--- src/rtl/stream_mux_pkg.sv ---
// rtl/stream_mux_pkg.sv - shared types and constants for the two-input stream merge
package stream_mux_pkg;

    typedef enum logic {
        GRANT_A = 1'b0,
        GRANT_B = 1'b1
    } grant_t;

    localparam int DEFAULT_WIDTH = 8;

endpackage

--- src/rtl/rr_arbiter2.sv ---
// rtl/rr_arbiter2.sv - two-requester arbiter, round-robin or fixed priority (STREAM_MUX_FIXED_PRIO_EN)
module rr_arbiter2
    import stream_mux_pkg::*;
(
    input  logic       clk,
    input  logic       rst_n,
    input  logic [1:0] req,       // [0] = a, [1] = b
    input  logic       advance,   // the current grant was consumed this cycle
    output logic       gnt_valid,
    output grant_t     gnt
);

    assign gnt_valid = |req;

`ifdef STREAM_MUX_FIXED_PRIO_EN

    // a always wins; b only gets through when a is idle
    always_comb begin
        gnt = GRANT_A;
        if (!req[0] && req[1]) begin
            gnt = GRANT_B;
        end
    end

    logic unused_fixed_prio;
    assign unused_fixed_prio = ^{clk, rst_n, advance};

`else

    grant_t last_grant_q;
    grant_t last_grant_d;

    // on a tie the requester that did not win last time is granted
    always_comb begin
        gnt = GRANT_A;
        case (req)
            2'b11:   gnt = (last_grant_q == GRANT_A) ? GRANT_B : GRANT_A;
            2'b10:   gnt = GRANT_B;
            default: gnt = GRANT_A;
        endcase
    end

    // history only moves when a beat is actually taken
    always_comb begin
        last_grant_d = last_grant_q;
        if (advance && gnt_valid) begin
            last_grant_d = gnt;
        end
    end

    // reset to b so that a wins the first tie
    always_ff @(posedge clk or negedge rst_n) begin
        if (!rst_n) begin
            last_grant_q <= GRANT_B;
        end else begin
            last_grant_q <= last_grant_d;
        end
    end

`endif

endmodule

--- src/rtl/stream_mux2.sv ---
// rtl/stream_mux2.sv - registered 2:1 stream merge with source tag; STREAM_MUX_FIXED_PRIO_EN selects fixed priority
module stream_mux2
    import stream_mux_pkg::*;
#(
    parameter int WIDTH = DEFAULT_WIDTH
) (
    input  logic             clk,
    input  logic             rst_n,
    input  logic             a_valid,
    output logic             a_ready,
    input  logic [WIDTH-1:0] a_data,
    input  logic             b_valid,
    output logic             b_ready,
    input  logic [WIDTH-1:0] b_data,
    output logic             out_valid,
    input  logic             out_ready,
    output logic [WIDTH-1:0] out_data,
    output logic             out_sel
);

    logic             out_valid_q, out_valid_d;
    logic [WIDTH-1:0] out_data_q,  out_data_d;
    grant_t           out_sel_q,   out_sel_d;

    logic   gnt_valid;
    grant_t gnt;
    logic   can_load;
    logic   accept;

    // the slot can take a beat when empty or when its beat leaves this cycle
    assign can_load = !out_valid_q || out_ready;
    // readies are held low while reset is asserted
    assign accept   = rst_n && can_load && gnt_valid;

    assign a_ready  = accept && (gnt == GRANT_A);
    assign b_ready  = accept && (gnt == GRANT_B);

    rr_arbiter2 u_arb (
        .clk       (clk),
        .rst_n     (rst_n),
        .req       ({b_valid, a_valid}),
        .advance   (accept),
        .gnt_valid (gnt_valid),
        .gnt       (gnt)
    );

    // load on accept, empty on a drain with nothing behind it, otherwise hold
    always_comb begin
        out_valid_d = out_valid_q;
        out_data_d  = out_data_q;
        out_sel_d   = out_sel_q;
        if (accept) begin
            out_valid_d = 1'b1;
            out_data_d  = (gnt == GRANT_B) ? b_data : a_data;
            out_sel_d   = gnt;
        end else if (out_ready) begin
            out_valid_d = 1'b0;
        end
    end

    // single output register; reset discards any buffered beat at once
    always_ff @(posedge clk or negedge rst_n) begin
        if (!rst_n) begin
            out_valid_q <= 1'b0;
            out_data_q  <= '0;
            out_sel_q   <= GRANT_A;
        end else begin
            out_valid_q <= out_valid_d;
            out_data_q  <= out_data_d;
            out_sel_q   <= out_sel_d;
        end
    end

    assign out_valid = out_valid_q;
    assign out_data  = out_data_q;
    assign out_sel   = out_sel_q;

endmodule
--- config.mk ---
export PLATFORM = sky130hd
export DESIGN_NAME = stream_mux2
export DESIGN_NICKNAME = d
export VERILOG_FILES = /design/src/rtl/stream_mux_pkg.sv /design/src/rtl/rr_arbiter2.sv /design/src/rtl/stream_mux2.sv
export SDC_FILE = /design/constraint.sdc
export NUM_CORES = 1
export LEC_CHECK = 0
export ABC_CLOCK_PERIOD_IN_PS = 2000
export CORE_AREA = 2 2 44 46
export CTS_CLUSTER_SIZE = 10
export DETAILED_ROUTE_END_ITERATION = 8
export DIE_AREA = 0 0 46 48
export PLACE_DENSITY = 0.74
export SLEW_MARGIN = 15
export SYNTH_ARGS = -nofsm -noshare
export SYNTH_HDL_FRONTEND = slang
export SYNTH_SLANG_ARGS = --single-unit
export TNS_END_PERCENT = 100
--- constraint.sdc ---
create_clock -name clk -period 2 [get_ports clk]
set_clock_uncertainty 0.15 [all_clocks]
set_input_delay 0.4 -clock clk [delete_from_list [all_inputs] [get_ports clk]]
set_output_delay 0.4 -clock clk [all_outputs]
set_load 0.02 [all_outputs]
==> flow_summary.ini <==
[status]
status = complete, no violations

[yosys]
ys_seq_area_share_pct = 45.5
yosys-top-cells-area = dfrtp_1 41%, mux2_4 30%, mux2_2 11%
synth_compound_gate_area_share_pct = 6.17
avgSynthCellArea_sq_um = 15.6
synth_top_family_by_area = multiplexers
yosysMostFrequentCell = mux2_4
netlist_instances = 39
yosys-top-cells-count = 12 x mux2_4, 10 x dfrtp_1, 6 x mux2_2
synth_seq_cells = 11
synthDistinctLibCells = 11
synth_area_sq_um = 608
synth_simple_gate_area_share_pct = 2.67
synth_edf_count = 0
synth_top_area_share_pct = 41.2
synth_ff_type = dfrtp_1
synthAdderAreaFrac_pct = 0
yosys.area.top_type = dfrtp_1
syn-num-nets = 60
synthXorXnorAreaFrac_pct = 0
synthMuxAreaShare_pct = 40.7
yosys_warnings = 0
async_flop_share_pct = 100

[cts]
postCtsHoldBufs = 0
clk_latency_ns = 0.26
cts_tree = yes
clk_pin_slew_ns = 0.07
max-clock-path-buffers = 2
root_buffer = clkbuf_4
cts_made_buffers = 3
cts-htree-levels = 1
clkSinkCount = 11

[placement]
dpl.hpwl_mm = 1.03
dp.cells = 92
place_congestion = 0.637
placed_cell_area_sq_um = 972
port_buffers = 32

[critical_path]
setup.worst_path.class = in2out
timing.rr.start = u_arb.last_grant_q$_DFFE_PN1P_
critPathRequiredTime_ns = 1.45
cp-start-kind = input pin
worstSetupEndpointType = primary output
r2r_setup_slack_ns = 0.27
critPathMaxFanout = 4
worstPathArrival_ns = 1.41
reg2reg_to = out_data[5]$_DFFE_PN0P_
rr_worst_depth = 5

[drt]
vias_per_cell = 4.71
ant_nets = 0
drc = 0
drtIter0Drc = 2
vias = 462
dr.pass1.iters = 3
avgRoutedWirePerCell_um = 13.3
wirelength_mm = 1.31

[min_path]
min_path_type = in2async

[final_layout]
fin_area_sq_um = 1020
multi_input_area_sq_um = 314
syn_to_final_growth_pct = 67.9
final-seq-area_sq_um = 277
drive_gt1_share_pct = 45.7
diodes = 0
layout.nets = 103
stdcell_count = 98
nFillCells = 157

[global_routing]
antenna_found_initial = 0
grt-ovfl-total = 0
use_met1_pct = 15.7
met2_usage_pct = 21.7
grt_max_degree = 12
grt_usage_pct = 13.2
busiest_layer = met2
grtUsageMet3_pct = 3.77
grt_pass1_vias = 460
grt_first_pass_wirelength_mm = 2.01

[floorplan]
initial_utilization_pct = 36.0
die_w_um = 46
die_h_um = 48
io_pins = 33
die_area_sq_um = 2210
num_rows = 15
core_area_sq_um = 1690

[timing]
rsz0062_at_grt = no
drv_slew = 0
finalCritPeriodShare_pct = 98.1
maxSlewHeadroom_pct = 85.3
max_freq_ghz = 0.510
finalHoldViolations = 0
worst_pin_slew_ns = 0.219
period_minus_slack_ns = 1.96
setup_violations = 0

[run]
max_cap_viol_count = 0

[pwr]
leakage_nw = 0.468
ir_worst_vdd_mv = 0.382
power_per_cell_area_nw_per_um2 = 779
-- critical path, stage by stage --
cell             delay (ns)
clkdlybuf4s50_1        0.47
inv_1                  0.07
a21oi_4                0.19
and2b_2                0.16
buf_4                  0.13
-- worst max path at each step --
stage          startpoint      end  slack (ns)  depth (start not counted)
3_3_place_gp        rst_n  b_ready       -0.49                          5
6_report        out_ready  a_ready        0.04                          5
5_1_grt         out_ready  a_ready       0.004                          5
3_5_place_dp      b_valid  b_ready       -0.54                          5
2_1_floorplan     b_valid  a_ready        0.37                          4
4_1_cts         out_ready  a_ready        0.02                          5
-- through the flow --
step                TNS (ns)  hold slack (ns)  setup slack, ns  utilization, %  total power (W)
floorplan                  0          -0.0456            0.367               -         0.000485
global placement       -1.98            0.342           -0.492            57.6         0.000641
detailed placement     -2.33            0.342           -0.540            57.6         0.000645
CTS                        0           0.0762           0.0213            60.0         0.000802
global route               0           0.0782          0.00400            60.4         0.000842
finish                     0           0.0789           0.0386            60.4         0.000796
-- flip-flops by register name, summed over array words and instances, names as in the netlist --
signal	count
out_data	8
out_sel	1
out_valid	1
u_arb.last_grant_q	1
-- layout by cell type (no fill, tap or decap), drive strengths merged --
master	instances
o21ai	2
mux2	18
a21oi	1
clkdlybuf4s50	27
buf	10
clkbuf	4
a21boi	1
inv	2
dlygate4sd2	3
and2	1
dfstp	1
dfrtp	10
and2b	1
-- power by group --
part	switching [W]	total (W)	internal, W
registers	0.0000296	0.000304	0.000275
logic	0.000130	0.000342	0.000212
clock network	0.0000720	0.000149	0.0000770
-- cell families (layout without fill, tap and decap cells) --
logic type             Yosys count  in the layout
muxes                           18             18
DFF                             11             11
AOI/OAI and AO/OA                4              4
buffers and inverters            4             46
and+or+nand+nor                  2              2
-- layer usage --
| metal | up-vias | part of all wire (%) |
|---|---|---|
| li1 | 219 | - |
| met1 | 220 | 42 |
| met2 | 21 | 49 |
| met3 | 2 | 7.8 |
| met4 | 0 | 0.92 |
| met5 | - | 0 |
-- timing repair --
item	in CTS	in global routing
setup endpoints to repair	2	2
hold endpoints to repair	0	0
setup buffers	2	0
pin swaps	2	0
gates resized for setup	17	1
-- layout make-up --
cell class | count | share of cell area (%)
timing repair buffer | 40 | 36.8
multi-input combinational | 24 | 30.8
sequential | 11 | 27.1
clock buffer | 4 | 2.57
tap | 17 | 2.08
inverter | 2 | 0.735
(Power assumes the default switching activity.)
